`src/rtl/nibble_unpacker_pkg.sv`:
```
// Shared types and sizing helpers for nibble_unpacker and its slice selector.
package unpack_pkg;

    typedef enum logic {
        IDLE = 1'b0,
        EMIT = 1'b1
    } state_t;

    function automatic int slice_count(input int word_w, input int slice_w);
        return word_w / slice_w;
    endfunction

    // A single-slice word still needs a 1-bit counter so the datapath stays uniform.
    function automatic int idx_width(input int word_w, input int slice_w);
        return (word_w / slice_w > 1) ? $clog2(word_w / slice_w) : 1;
    endfunction

endpackage

```
`src/rtl/nibble_unpacker_slice_mux.sv`:
```
// Combinational slice selector: zero latency. MSB-first by default, LSB-first when
// UNPACK_LSB_FIRST_EN is defined. No handshake of its own.
module slice_mux #(
    parameter int WORD_W  = 8,
    parameter int SLICE_W = 4,
    parameter int IDX_W   = 1
) (
    input  logic [WORD_W-1:0]  i_hold,
    input  logic [IDX_W-1:0]   i_idx,
    output logic [SLICE_W-1:0] o_slice
);

`ifdef UNPACK_LSB_FIRST_EN
    assign o_slice = SLICE_W'(i_hold >> (int'(i_idx) * SLICE_W));
`else
    assign o_slice = SLICE_W'(i_hold >> (WORD_W - SLICE_W * (int'(i_idx) + 1)));
`endif

endmodule

```
`src/rtl/nibble_unpacker.sv`:
```
// Word-to-slice unpacker (slice order set by UNPACK_LSB_FIRST_EN); first slice one cycle after accept.
// Holds the slice under out_ready low; in_ready rises combinationally on the last-slice transfer.
import unpack_pkg::*;

module nibble_unpacker #(
    parameter int WORD_W  = 8,
    parameter int SLICE_W = 4
) (
    input  logic               clk,
    input  logic               rst_n,
    input  logic               in_valid,
    output logic               in_ready,
    input  logic [WORD_W-1:0]  in_data,
    output logic               out_valid,
    input  logic               out_ready,
    output logic [SLICE_W-1:0] out_data,
    output logic               out_last
);

    localparam int SLICES = slice_count(WORD_W, SLICE_W);
    localparam int IDX_W  = idx_width(WORD_W, SLICE_W);
    localparam logic [IDX_W-1:0] LAST_IDX = IDX_W'(SLICES - 1);

    state_t               r_state;
    state_t               w_state_nxt;
    logic [WORD_W-1:0]    r_hold;
    logic [WORD_W-1:0]    w_hold_nxt;
    logic [IDX_W-1:0]     r_idx;
    logic [IDX_W-1:0]     w_idx_nxt;
    logic [SLICE_W-1:0]   r_out_data;
    logic [SLICE_W-1:0]   w_slice;
    logic                 r_out_last;
    logic                 w_in_acc;
    logic                 w_out_xfer;

    assign out_valid  = (r_state == EMIT);
    assign out_data   = r_out_data;
    assign out_last   = r_out_last;
    assign w_out_xfer = out_valid && out_ready;
    assign in_ready   = rst_n && ((r_state == IDLE) || (w_out_xfer && r_out_last));
    assign w_in_acc   = in_valid && in_ready;

    always_ff @(posedge clk or negedge rst_n) begin
        if (!rst_n) begin
            r_state <= IDLE;
        end else begin
            r_state <= w_state_nxt;
        end
    end

    always_comb begin
        w_state_nxt = r_state;
        w_hold_nxt  = r_hold;
        w_idx_nxt   = r_idx;
        if (w_in_acc) begin
            w_state_nxt = EMIT;
            w_hold_nxt  = in_data;
            w_idx_nxt   = '0;
        end else if (w_out_xfer) begin
            if (r_out_last) begin
                w_state_nxt = IDLE;
            end else begin
                w_idx_nxt = r_idx + 1'b1;
            end
        end
    end

    // Outputs are registered, so the slice is selected from next-cycle hold/idx.
    slice_mux #(
        .WORD_W  (WORD_W),
        .SLICE_W (SLICE_W),
        .IDX_W   (IDX_W)
    ) u_slice_mux (
        .i_hold  (w_hold_nxt),
        .i_idx   (w_idx_nxt),
        .o_slice (w_slice)
    );

    always_ff @(posedge clk or negedge rst_n) begin
        if (!rst_n) begin
            r_hold     <= '0;
            r_idx      <= '0;
            r_out_data <= '0;
            r_out_last <= 1'b0;
        end else begin
            r_hold     <= w_hold_nxt;
            r_idx      <= w_idx_nxt;
            r_out_data <= w_slice;
            r_out_last <= (w_idx_nxt == LAST_IDX);
        end
    end

endmodule

```
`config.mk`:
```
export PLATFORM = sky130hd
export DESIGN_NAME = nibble_unpacker
export DESIGN_NICKNAME = d
export VERILOG_FILES = /design/src/rtl/nibble_unpacker_pkg.sv /design/src/rtl/nibble_unpacker_slice_mux.sv /design/src/rtl/nibble_unpacker.sv
export SDC_FILE = /design/constraint.sdc
export NUM_CORES = 1
export LEC_CHECK = 0
export ABC_AREA = 1
export CAP_MARGIN = 0
export CORE_MARGIN = 2
export CORE_UTILIZATION = 44
export DETAILED_ROUTE_END_ITERATION = 10
export GPL_ROUTABILITY_DRIVEN = 0
export GPL_TIMING_DRIVEN = 1
export HOLD_SLACK_MARGIN = 0.08
export PLACE_DENSITY = 0.75
export RECOVER_POWER = 25
export SLEW_MARGIN = 20
export SYNTH_ARGS = -nofsm -noshare
export SYNTH_HDL_FRONTEND = slang
export SYNTH_SLANG_ARGS = --single-unit
```
`constraint.sdc`:
```
create_clock -name clk -period 1.35 [get_ports clk]
set_input_delay 0.135 -clock clk [delete_from_list [all_inputs] [get_ports clk]]
set_output_delay 0.135 -clock clk [all_outputs]
set_load 0.02 [all_outputs]
```
== Yosys cells after proc, flatten, opt, wreduce, memory -nomap -nowiden ==
Index checks and enable logic that the tools add are counted.
Storage, ports and cells
  bits in registers: 14
  bits in latches: 0
  RAM bits: 0
  ROM bits: 0
  input port bits: 12
  output and inout bits: 7
  memories: 0
Operators by class
  add/subtract/negate cells: 3
  multipliers: 0
  divide/modulo/power cells: 0
  $lt $le $gt $ge: 0
  equality and inequality tests: 0
  shifts and indexed selects: 1
  multiplexer cells: 7
  bitwise gates (word level): 1
  reduce and logical (&&, ||, !) cells: 8
Operators by type and width (count)
  8-bit by 32-bit >> shifter with 4-bit output: 1
  5-bit by 32-bit subtractor with 32-bit output (first input constant): 1
  8-bit two-way mux: 1
  1-bit two-way mux: 6
  1-bit logical AND: 4
  2-bit nonzero test: 2
  1-bit by 1-bit adder with 2-bit output (second input constant): 1
  2-bit AND reduction: 1
  1-bit adder (second input constant): 1
  1-bit logical OR: 1
  1-bit inverter: 1

== Logic depth before layout (Yosys ltp) ==
Gate-level depths: netlist of run 1.
  word-level depth: 9
  mapped depth: 7

== Hierarchy ==
From an unflattened synthesis of run 1, not the netlist that was laid out.
Second synthesis, totals
  cells, all modules: 61
  area total of the unflattened synthesis: 584.3 µm²
Modules (own cells, without submodules)
  nibble_unpacker: times used 1, cells each 48, area an instance 535.5 µm²
  slice_mux: times used 1, cells each 13, area an instance 48.8 µm²

== Worst setup path after synthesis of run 1 ==
OpenSTA, ideal clock, no wires.
  path kind: flip-flop to output port
  from: register r_out_last (netlist: out_last)
  to: output in_ready
  data arrival time: 1.078 ns
  data required time: 1.215 ns
  path slack: 0.137 ns
  cell stages (with the launch flop): 3
  buffers on the path: 0
  cells stage by stage: dfrtp_1 nand2_2 a21boi_0
Between the ends
  longest elaborated chain between the ends: 3
RTL lines
  start, declared: line nibble_unpacker.sv:32  | logic r_out_last;
  start signal, assigned: line nibble_unpacker.sv:89  | r_out_last <= (w_idx_nxt == LAST_IDX);
  1-bit logical AND: line nibble_unpacker.sv:40  | assign in_ready = rst_n && ((r_state == IDLE) || (w_out_xfer && r_out_last));
  1-bit logical OR: line nibble_unpacker.sv:40
  1-bit logical AND: line nibble_unpacker.sv:40
  end, declared: line nibble_unpacker.sv:12  | output logic in_ready,
No other way between the ends.

== Worst setup path in the final report of run 1 ==
  from: register r_out_last (netlist: out_last)
  to: output out_last
RTL lines
  end, declared: line nibble_unpacker.sv:17  | output logic out_last
No word-level cell between the ends.

==> results of run 1 <==
[worst max-delay path, stage by stage, from the launching register on]
cell	delay (ns)
dfrtp_1	0.40
buf_4	0.14
dlygate4sd2_1	0.31
[path summary, 6_finish.rpt]
| check | startpoint | to | slack [ns] | cells after the start |
|---|---|---|---|---|
| setup / recovery | out_last | out_last | 0.10 | 2 |
| setup reg to reg | out_valid | out_data[1] | 0.20 | 7 |
| hold / removal | rst_n | r_hold[6] | 0.23 | 2 |
| hold reg to reg | r_hold[1] | r_hold[1] | 0.47 | 2 |
| min in group clk | in_data[3] | r_hold[3] | 0.45 | 3 |
| max in group asynchronous | rst_n | r_hold[0] | 0.76 | 3 |
[cell families after synthesis]
kind of cell           count (synthesis)  share of synthesized area [%]
flip-flops                            14                          54.05
AND/OR/NAND/NOR                       41                          35.52
AO/OA/AOI/OAI                          2                          2.510
buffers and inverters                 11                          7.915
[area by class of cell]
class | instances | share of cell area, %
sequential | 14 | 38.51
multi-input combinational | 43 | 27.10
timing repair buffer | 25 | 25.86
inverter | 9 | 3.989
clock buffer | 3 | 2.476
tap | 15 | 2.063
[power by group through the flow]
stage / clock network, mW / registers, mW / logic, mW
global placement: 0 / 0.680 / 0.969
global route: 0.241 / 0.696 / 1.04
detailed placement: 0 / 0.689 / 0.985
finish: 0.222 / 0.675 / 0.935
floorplan: 0 / 0.816 / 0.432
CTS: 0.230 / 0.681 / 0.962
[sequential cells by signal, indices dropped and copies added, names as in the netlist]
signal / flops
out_last: 1
out_data: 4
out_valid: 1
r_hold: 8
[metrics by stage]
step	worst slack, ns	std cells
6_report	0.1015	109
5_1_grt	0.02864	109
4_1_cts	0.006907	109
3_5_place_dp	-0.2819	106
3_3_place_gp	-0.2589	106
2_1_floorplan	0.1371	68
[metal layers]
metal  track usage, %  up-vias  wire, µm
li1                 -      273         -
met5                0        -         0
met3            1.293        0        61
met4            7.500        0         0
met2            28.92       14       653
met1            19.83      247       549
[cell usage after synthesis]
cell type and number:
dfrtp_1 14, nand2_2 5, a21boi_0 1, nand4_1 8, a21o_2 1, inv_4 1, nand2_4 2, buf_4 2
nand3_4 1, inv_1 8, and2_1 4, nand3_1 4, nand2_1 17
[what timing repair did]
action,CTS,global route
endpoints found under the setup margin,3,5
cloned,0,0
gates resized for setup,4,6
hold buffers,0,0
[cell usage in the layout, fill, tap and decap left out, drive strengths merged]
cell type,count
a21o,1
nand4,8
clkdlybuf4s50,11
and2,4
a21boi,1
nand3,5
clkbuf,4
buf,7
dfrtp,14
nand2,24
dlymetal6s2s,4
dlygate4sd2,2
inv,9
==> impl_metrics.env, run 1 <==
export IMPL_switching_share_pct=38.09
export IMPL_tns_ns=0
export IMPL_maxSlewViolCount=0
export IMPL_antenna_cells=0
export IMPL_post_route_cells_drive_above_1_share_pct=22.34
export IMPL_tightest_slew_ns=0.2264
export IMPL_syn_cell_area_um2=648.1
export IMPL_combPwrFrac_pct=51.0
export IMPL_synth_largest_area_cell="dfrtp_1"
export IMPL_place_area_um2=884.6
export IMPL_drtIter0Drc=0
export IMPL_insertion_delay_ns=0.26
export IMPL_critPathRequiredTime_ns=1.22
export IMPL_dr_pass1_iters=1
export IMPL_htreeDepth=1
export IMPL_end_kind="output port"
export IMPL_path_clk_slew_ns=0.08
export IMPL_ys_types=13
export IMPL_multi_input_area_um2=246.5
export IMPL_cts_tree="done"
export IMPL_netlist_area_leader_share_pct=54.05
export IMPL_grt_overflow_total=0
export IMPL_maxCapViolCount=0
export IMPL_final_area_um2=909.6
export IMPL_setup_viol=0
export IMPL_clkSinkCount=14
export IMPL_postSynthAreaPerCell_um2=9.531
export IMPL_path_max_fanout=2
export IMPL_area_growth_pct=40.35
export IMPL_drc_errors=0
export IMPL_dpl_hpwl_um=924.8
export IMPL_pwr_share_seq_pct=36.8
export IMPL_fmax_ghz=0.8010
export IMPL_vias=534
export IMPL_path_class="reg -> out"
export IMPL_grt_pass1_wl_um=2249
export IMPL_fin_nets=108
export IMPL_status="complete, no violations"
export IMPL_start_util_pct=48.59
export IMPL_die_w_um=42.38
export IMPL_grt_max_degree=15
export IMPL_worstSetupStartpointType="register"
export IMPL_ant_nets=0
export IMPL_yosys_warnings=0
export IMPL_final_util_pct=68.20
export IMPL_hold_violations=0
export IMPL_yosysSeqAreaShare_pct=54.05
export IMPL_ioPinCount=19
export IMPL_hold_ws_ns=0.2258
export IMPL_die_h_um=42.38
export IMPL_rsz0062_at_grt="false"
export IMPL_dieArea_um2=1796
export IMPL_power_density_nw_per_um2=2013
export IMPL_slew_headroom_pct=84.88
export IMPL_postCtsSetupRepairBufs=0
export IMPL_grt_pass1_vias=559
export IMPL_layout_min_cycle_time_ns=1.248
export IMPL_worstHoldPathType="in -> async"
export IMPL_fill_cells=124
export IMPL_regArea_um2=350.3
export IMPL_cts_root_buf="clkbuf_4"
export IMPL_switchingPower_mw=0.6975
export IMPL_via_per_inst=4.899
export IMPL_min_period_over_period_pct=92.48
export IMPL_intPower_mw=1.134
export IMPL_p_leak_nw=0.4974
export IMPL_cts_buffer_depth=2
export IMPL_antenna_found_initial=0
export IMPL_irDropWorstVdd_mv=0.9021
export IMPL_numCtsBuffers=3
export IMPL_port_buffers=18
export IMPL_wl_per_cell_um=11.60
export IMPL_core_area_um2=1334
export IMPL_ys_ff_latch=14
export IMPL_total_power_mw=1.831
export IMPL_clockPowerShare_pct=12.1
export IMPL_track_usage_pct=16.31
export IMPL_wl_um=1264
export IMPL_rows=13
export IMPL_synth_area_top_cells="dfrtp_1, nand2_1, nand4_1, nand2_2, inv_1"
export IMPL_arrival_ns=1.11
export IMPL_netlist_instances=68
export IMPL_synth_net_count=80
export IMPL_finalClockSkew_ns=0.001358
Note: power is estimated with default switching activity, not from simulation.
==> run 2: changes to the inputs <==
--- a/config.mk
+++ b/config.mk
@@ -8,12 +8,11 @@
 export ABC_AREA = 1
 export CAP_MARGIN = 0
 export CORE_MARGIN = 2
-export CORE_UTILIZATION = 44
+export CORE_UTILIZATION = 30
 export DETAILED_ROUTE_END_ITERATION = 10
 export GPL_ROUTABILITY_DRIVEN = 0
 export GPL_TIMING_DRIVEN = 1
 export HOLD_SLACK_MARGIN = 0.08
-export PLACE_DENSITY = 0.75
 export RECOVER_POWER = 25
 export SLEW_MARGIN = 20
 export SYNTH_ARGS = -nofsm -noshare
==> impl_metrics.env, run 2 (synthesis gave the netlist of run 1 again) <==
export IMPL_status="complete, no violations"
export IMPL_rr_endpoint="out_data[3]"
export IMPL_track_usage_pct=12.23
export IMPL_rsz0062_at_grt="false"
export IMPL_grt_overflow_total=0
export IMPL_die_h_um=50.48
export IMPL_insertion_delay_ns=0.27
export IMPL_dieArea_um2=2548
export IMPL_clkSinkCount=14
export IMPL_layout_min_cycle_time_ns=1.256
export IMPL_maxSlewViolCount=0
export IMPL_rows=16
export IMPL_tns_ns=0
export IMPL_cts_root_buf="clkbuf_4"
export IMPL_cts_buffer_depth=2
export IMPL_fmax_ghz=0.7964
export IMPL_path_class="reg -> out"
export IMPL_worstSetupStartpointType="register"
export IMPL_layout_setup_ws_ns=0.09433
export IMPL_reg2reg_slack_ns=0.18
export IMPL_die_w_um=50.48
export IMPL_antenna_found_initial=0
export IMPL_core_area_um2=2002
export IMPL_rr_startpoint="out_last"
export IMPL_power_density_nw_per_um2=2024
export IMPL_grt_pass1_wl_um=2304
export IMPL_drc_errors=0
export IMPL_slew_headroom_pct=77.12
export IMPL_fin_nets=108
export IMPL_finalClockSkew_ns=0.001412
export IMPL_drtIter0Drc=4
export IMPL_maxCapViolCount=0
export IMPL_hold_ws_ns=0.2126
export IMPL_numCtsBuffers=3
export IMPL_cts_tree="done"
export IMPL_antenna_cells=0
export IMPL_dpl_hpwl_um=950.3
export IMPL_end_kind="output port"
export IMPL_detailedPlace_worstSlack_ns=-0.2891
export IMPL_setup_viol=0
export IMPL_irDropWorstVdd_mv=0.6030
export IMPL_p_leak_nw=0.4837
export IMPL_dr_pass1_iters=4
export IMPL_htreeDepth=1
export IMPL_path_max_fanout=3
export IMPL_mostFrequentLayoutCells="nand2_1, dfrtp_1, clkdlybuf4s50_1, inv_1, nand4_1"
export IMPL_min_period_over_period_pct=93.01
export IMPL_critPathRequiredTime_ns=1.22
export IMPL_largest_reg_flops=8
export IMPL_wl_per_cell_um=10.31
export IMPL_ant_nets=0
export IMPL_ctsHoldBuffers=0
export IMPL_tightest_slew_ns=0.3431
export IMPL_regMostFlops="r_hold"
export IMPL_rr_worst_depth=8
export IMPL_post_route_cells_drive_above_1_share_pct=22.11
export IMPL_grt_max_degree=18
export IMPL_arrival_ns=1.12
export IMPL_wl_um=1258
export IMPL_final_util_pct=46.31
export IMPL_worstHoldPathType="in -> async"
export IMPL_hold_violations=0
export IMPL_grt_pass1_vias=542
export IMPL_place_area_um2=899.6
export IMPL_area_growth_pct=43.05
export IMPL_ioPinCount=19
export IMPL_start_util_pct=32.38
export IMPL_via_per_inst=4.262
export IMPL_port_buffers=18
export IMPL_path_clk_slew_ns=0.08
export IMPL_postCtsSetupRepairBufs=0
export IMPL_final_area_um2=927.1
export IMPL_vias=520
export IMPL_final_common_cell="nand2_1"
==> run 2: cell count changes in the layout (fill, tap and decap cells not counted) <==
cell / before / now
dlymetal6s2s_1: 4 / 2
dlygate4sd2_1: 2 / 4
clkbuf_1: 0 / 1
clkbuf_8: 0 / 1
buf_4: 7 / 6
==> run 2: worst max-delay path, cell delays in order, from the launching register on <==
cell	delay, ns
dfrtp_1	0.39
buf_4	0.15
dlygate4sd2_1	0.31
==> run 2: how the worst max path moves through the flow <==
stage           startpoint          end  depth (start not counted)
3_3_place_gp     out_ready     in_ready                          4
6_report         out_valid    out_valid                          2
3_5_place_dp     out_ready     in_ready                          4
5_1_grt           out_last     out_last                          2
2_1_floorplan     out_last     in_ready                          2
4_1_cts        out_data[1]  out_data[1]                          1
==> run 2: metrics by stage <==
step | total power, mW | std cells
floorplan | 1.248 | 68
global placement | 1.655 | 118
detailed placement | 1.670 | 118
CTS | 1.921 | 122
global route | 2.041 | 122
finish | 1.877 | 122
==> run 2: area by class of cell <==
class                      count  area, µm²
clock buffer                   4      36.28
inverter                       9      36.28
timing repair buffer          25      224.0
sequential                    14      350.3
fill                         204       1075
tap                           27      33.78
multi-input combinational     43      246.5
==> run 2: layer usage <==
layer,vias to the layer above,track usage [%],routed length (µm)
met5,-,0,0
met4,0,8.108,15
met3,2,1.786,47
met2,11,19.08,562
met1,232,15.66,633
li1,275,-,-
==> run 2: what timing repair did <==
action                                  4_1_cts  5_1_grt
gates resized for setup                       5        5
endpoints found under the hold margin         0        0
pin swaps                                     0        0
endpoints found under the setup margin        5        3
==> run 2: power breakdown <==
| part | internal (mW) | switching, mW | total (mW) | leakage (nW) |
|---|---|---|---|---|
| Sequential | 0.618 | 0.0570 | 0.675 | 0.164 |
| Combinational | 0.389 | 0.517 | 0.905 | 0.298 |
| Clock | 0.164 | 0.132 | 0.296 | 0.0210 |
==> run 3: changes to the inputs <==
--- a/config.mk
+++ b/config.mk
@@ -9,6 +9,7 @@
 export CAP_MARGIN = 0
 export CORE_MARGIN = 2
 export CORE_UTILIZATION = 30
+export CTS_CLUSTER_SIZE = 10
 export DETAILED_ROUTE_END_ITERATION = 10
 export GPL_ROUTABILITY_DRIVEN = 0
 export GPL_TIMING_DRIVEN = 1
==> results of run 3 <==
No change in the layout: final DEF, timing and power equal those of run 2.
==> RTL change 1: new RTL, config.mk and constraints of run 1 <==
Make the reset (`rst_n`) synchronous in 2 clocked blocks.
--- a/src/rtl/nibble_unpacker.sv
+++ b/src/rtl/nibble_unpacker.sv
@@ -40,7 +40,7 @@
     assign in_ready   = rst_n && ((r_state == IDLE) || (w_out_xfer && r_out_last));
     assign w_in_acc   = in_valid && in_ready;
 
-    always_ff @(posedge clk or negedge rst_n) begin
+    always_ff @(posedge clk) begin
         if (!rst_n) begin
             r_state <= IDLE;
         end else begin
@@ -76,7 +76,7 @@
         .o_slice (w_slice)
     );
 
-    always_ff @(posedge clk or negedge rst_n) begin
+    always_ff @(posedge clk) begin
         if (!rst_n) begin
             r_hold     <= '0;
             r_idx      <= '0;
Function: differs if rst_n is asserted again (counterexample within 4 cycles, from zero or initial values and one cycle with rst_n low); with rst_n held inactive, the same outputs for 10 cycles.
==> RTL change 1 against run 1 <==
Register-to-register slack got worse by 0.07 ns. Critical endpoint is now out_data[1]. Sequential cell count unchanged. Clock skew rose by 0.0031 ns. Wire length increased by 2.6%. Largest cell class unchanged. Highest routed layer is now met4. Count of clock-buffer cells in the layout is 1 higher. Non-clock buffer count fell by 2. Setup slack worse by 0.069 ns. Utilization decreased by 3.9 points. Die area fell by 6.7%. Design area is 9.2% lower. First-iteration DRC count increased by 2. Area after synthesis decreased by 7.3%.
Power is not compared: it rests on default switching activity, and its combinational part moved more than twofold at a synthesized area within 25%.
==> RTL change 1: results (changes against run 1) <==
layout cell share with drive strength beyond 1 0.1837 (-0.03973); Post-synth top cells 17 x nand2_1, 14 x dfxtp_1, 12 x nor2_1, 8 x nand4_1, 6 x a21oi_1; WP data arrival 1.18 ns (+0.07 ns); post-synthesis sequential area ratio 0.4667 (-0.07387); Clk Latency, worst-skew pair 0.27 ns; ranking of synthesized cells by area dfxtp_1 47%, nand2_1 11%, nand4_1 8.3%; global-route met2 utilization 0.3359 (+0.04671); Total Routing Usage GR 0.1932 (+0.03016); NumNets Final 111 (+2.8%); Crit Path Max Fanout 1 (-1); ys async rst share 0 (-1.000); library cells used by synthesis 14 (+1); worst slew pin tran 0.2579 ns (+0.03145 ns); met3 Usage GRT 0.08152 (+0.06859); Peak VDD IR 0.6043 mV; met3 wire length 77 um (+26%); slowest CP cell clkdlybuf4s50_1; Setup Skew 0.004468 ns (+0.003110 ns); antenna diode count 0 (unchanged); Syn Nets 85 (+6.3%); status finished clean; placed cell area 818.3 um2 (-7.5%); Vias/cell 4.982 (+1.7%); met1 WL 540 um (-1.6%); DR WL met2 669 um (+2.5%); vias in the first global route 515 (-7.9%); hpwl dp 909.5 um (-1.7%); warnings from Yosys 0 (unchanged); Root Driver clkbuf_4; met1 Use GR 0.2126 (+0.01428); Routed WL per cell 11.48 um (-1.0%); largest net degree at the start of global routing 14 (-1); Hold Path Class input port to flop; CP peak stage delay 0.59 ns (+0.19 ns); DRT Pass-1 Iters 2 (+1); Max Used Layer met4; first-pass GRT wire length 2.028 mm (-9.8%); Initial DRC Count 2 (+2)
RTL change 1: worst paths after layout:
kind / cells past startpoint / slack, ns / end / from
setup reg to reg: 8 / 0.13 / out_data[0]$_SDFF_PN0_ / out_last$_SDFF_PN0_
hold / removal: 3 / 0.46 / r_hold[6]$_SDFF_PN0_ / in_data[6]
setup / recovery: 1 / 0.03 / out_data[1] / out_data[1]$_SDFF_PN0_
hold reg to reg: 2 / 0.48 / r_hold[0]$_SDFF_PN0_ / r_hold[0]$_SDFF_PN0_
RTL change 1: layout make-up:
type	count	area, um2
Clock buffer	4	36.28
Fill cell	128	459.2
Inverter	5	18.77
Multi-Input combinational cell	52	280.3
Sequential cell	14	280.3
Tap cell	15	18.77
Timing Repair Buffer	23	191.4
RTL change 1: logic make-up after synthesis:
logic type      synth area share
buf+inv                  0.06251
compound gates           0.06459
flops                     0.4667
simple gates              0.4062
RTL change 1: through the flow:
step | power [W] | worst slack (ns) | std cells
5_1_grt | 0.0009830 | 0.002330 | 113
4_1_cts | 0.0009627 | 0.01417 | 113
2_1_floorplan | 0.0005752 | 0.1541 | 73
3_5_place_dp | 0.0006707 | -0.2079 | 109
6_report | 0.0009350 | 0.03243 | 113
3_3_place_gp | 0.0006669 | -0.1973 | 109
RTL change 1: what timing repair did:
action / CTS / global route
resized for setup: 3 / 5
hold endpoints to repair: 0 / 0
cloned: 0 / 0
setup buffers: 0 / 0
endpoints found under the setup margin: 3 / 4
RTL change 1: power groups by stage:
stage	logic, W	registers, W	clock network (W)
floorplan	0.0000896	0.000486	0
global placement	0.000203	0.000464	0
detailed placement	0.000205	0.000466	0
CTS	0.000203	0.000456	0.000304
global route	0.000208	0.000458	0.000317
finish	0.000188	0.000455	0.000292
==> RTL change 2: new RTL, flow settings as in run 1 <==
Made on the original files. The option `UNPACK_LSB_FIRST_EN` is turned on by a define.
--- a/src/rtl/nibble_unpacker_slice_mux.sv
+++ b/src/rtl/nibble_unpacker_slice_mux.sv
@@ -1,5 +1,7 @@
 // Combinational slice selector: zero latency. MSB-first by default, LSB-first when
 // UNPACK_LSB_FIRST_EN is defined. No handshake of its own.
+`define UNPACK_LSB_FIRST_EN
+
 module slice_mux #(
     parameter int WORD_W  = 8,
     parameter int SLICE_W = 4,
Formal check against the unedited RTL: not equivalent (a bounded check fails within 4 cycles, from zero or initial values and one cycle with rst_n low).
==> RTL change 2 against run 1 <==
Design area grew 0.55%. Area after synthesis fell by 1.9%. Wire length is 2.8% lower. Clock power increased by 33%. Critical path type unchanged. Total power up 1.8%. Global-route usage down 0.68 points. Setup slack lost 0.0046 ns. First-iteration DRC count grew 3. Sequential cell count did not move. Largest power group unchanged.
==> RTL change 2: results (changes against run 1) <==
# port buffers 18 (unchanged); number of H-tree levels 1 (unchanged); FF-to-FF path depth 8 (+1); ys async rst share 1.000 (unchanged); fillers 110 (-11%); antenna diode count 0 (unchanged); Hold Path Class input port to asynchronous set/reset pin; Pleak 0.5007 nW (+0.67%); clock-pin slew on the worst setup and hold paths 0.09 ns; Max Used Layer met4; area leader, netlist dfrtp_1; Setup Skew 0.001097 ns (-0.0002612 ns); Root Driver clkbuf_4; vias in the first global route 485 (-13%); capturing point of the worst reg2reg path out_data[0]$_DFF_PN0_; Post-Place Worst Slack -0.3015 ns (-0.01960 ns); hpwl dp 932.8 um (+0.87%); Biggest register r_hold; met1 WL 574 um (+4.6%); Via Count 552 (+3.4%); placed cell area 879.6 um2 (-0.57%); post-synthesis sequential area ratio 0.5512 (+0.01064); Crit Reg-Reg Startpoint out_last$_DFF_PN0_; Post-synth top cells 21 x nand2_1, 14 x dfrtp_1, 8 x inv_1, 8 x nand4_1; worst slew pin tran 0.2242 ns (-0.002166 ns); ranking of synthesized cells by area dfrtp_1 55%, nand2_1 12%, nand4_1 7.9%; fin util 0.6942 (+0.01222); Fmax 0.7981 GHz (-0.36%); first-pass GRT wire length 2.097 mm (-6.8%); Mapped Avg Cell Area 9.347 um2 (-1.9%); Initial DRC Count 3 (+3); warnings from Yosys 0 (unchanged); DRT Wirelength 1.228 mm (-2.8%); layout cell share with drive strength beyond 1 0.1979 (-0.02549); NumNets Final 109 (+0.93%); Syn Nets 80 (unchanged); Vias/cell 4.973 (+1.5%); Worst Setup EP out_last; Peak VDD IR 1.089 mV (+21%); DR WL met2 569 um (-13%); CTS Buffer Depth 2 (unchanged); status finished clean; met3 wire length 72 um (+18%); largest net degree at the start of global routing 14 (-1); initial antenna violation count 0 (unchanged); DRT Pass-1 Iters 4 (+3); Total Routing Usage GR 0.1563 (-0.006756)
## RTL change 2: area by class of cell
type / count / area share
flip-flops and latches: 14 / 0.3830
multi-input cells: 43 / 0.2586
well taps: 15 / 0.02052
clock buffers: 4 / 0.03967
inverters: 9 / 0.03694
repair buffers: 26 / 0.2613
## RTL change 2: logic make-up (layout without fill, tap and decap cells)
| kind of cell | Yosys count | count (layout) | synth area share |
|---|---|---|---|
| AND/OR/NAND/NOR | 41 | 41 | 0.3465 |
| flip-flops | 14 | 14 | 0.5512 |
| buffers and inverters | 11 | 39 | 0.07676 |
| AO/OA/AOI/OAI | 2 | 2 | 0.02560 |
## RTL change 2: per-layer routing
metal,up-vias,track usage
met2,12,0.2313
met1,259,0.2185
met4,0,0.07742
li1,279,-
met5,-,0
met3,2,0.03017
## RTL change 2: worst min path at each step
stage                                   start               endpoint  slack, ns  cells past startpoint
after floorplan                         rst_n  out_data[0]$_DFF_PN0_      -0.16                      0
after global placement    r_hold[7]$_DFF_PN0_    r_hold[7]$_DFF_PN0_       0.45                      2
after detailed placement  r_hold[5]$_DFF_PN0_    r_hold[5]$_DFF_PN0_       0.46                      2
after CTS                               rst_n    r_hold[7]$_DFF_PN0_       0.19                      2
after global routing                    rst_n    r_hold[7]$_DFF_PN0_       0.21                      2
final                                   rst_n    r_hold[7]$_DFF_PN0_       0.19                      2
## RTL change 2: where the power goes
group / internal, W / leakage, nW / switching [W]
Clock: 0.000164 / 0.0210 / 0.000133
Sequential: 0.000619 / 0.164 / 0.0000583
Combinational: 0.000393 / 0.315 / 0.000498
## RTL change 2: repair_timing
item	4_1_cts	5_1_grt
hold buffers	0	0
resized for setup	6	4
hold endpoints to repair	0	0
pin swaps	0	0
setup endpoints to repair	4	4
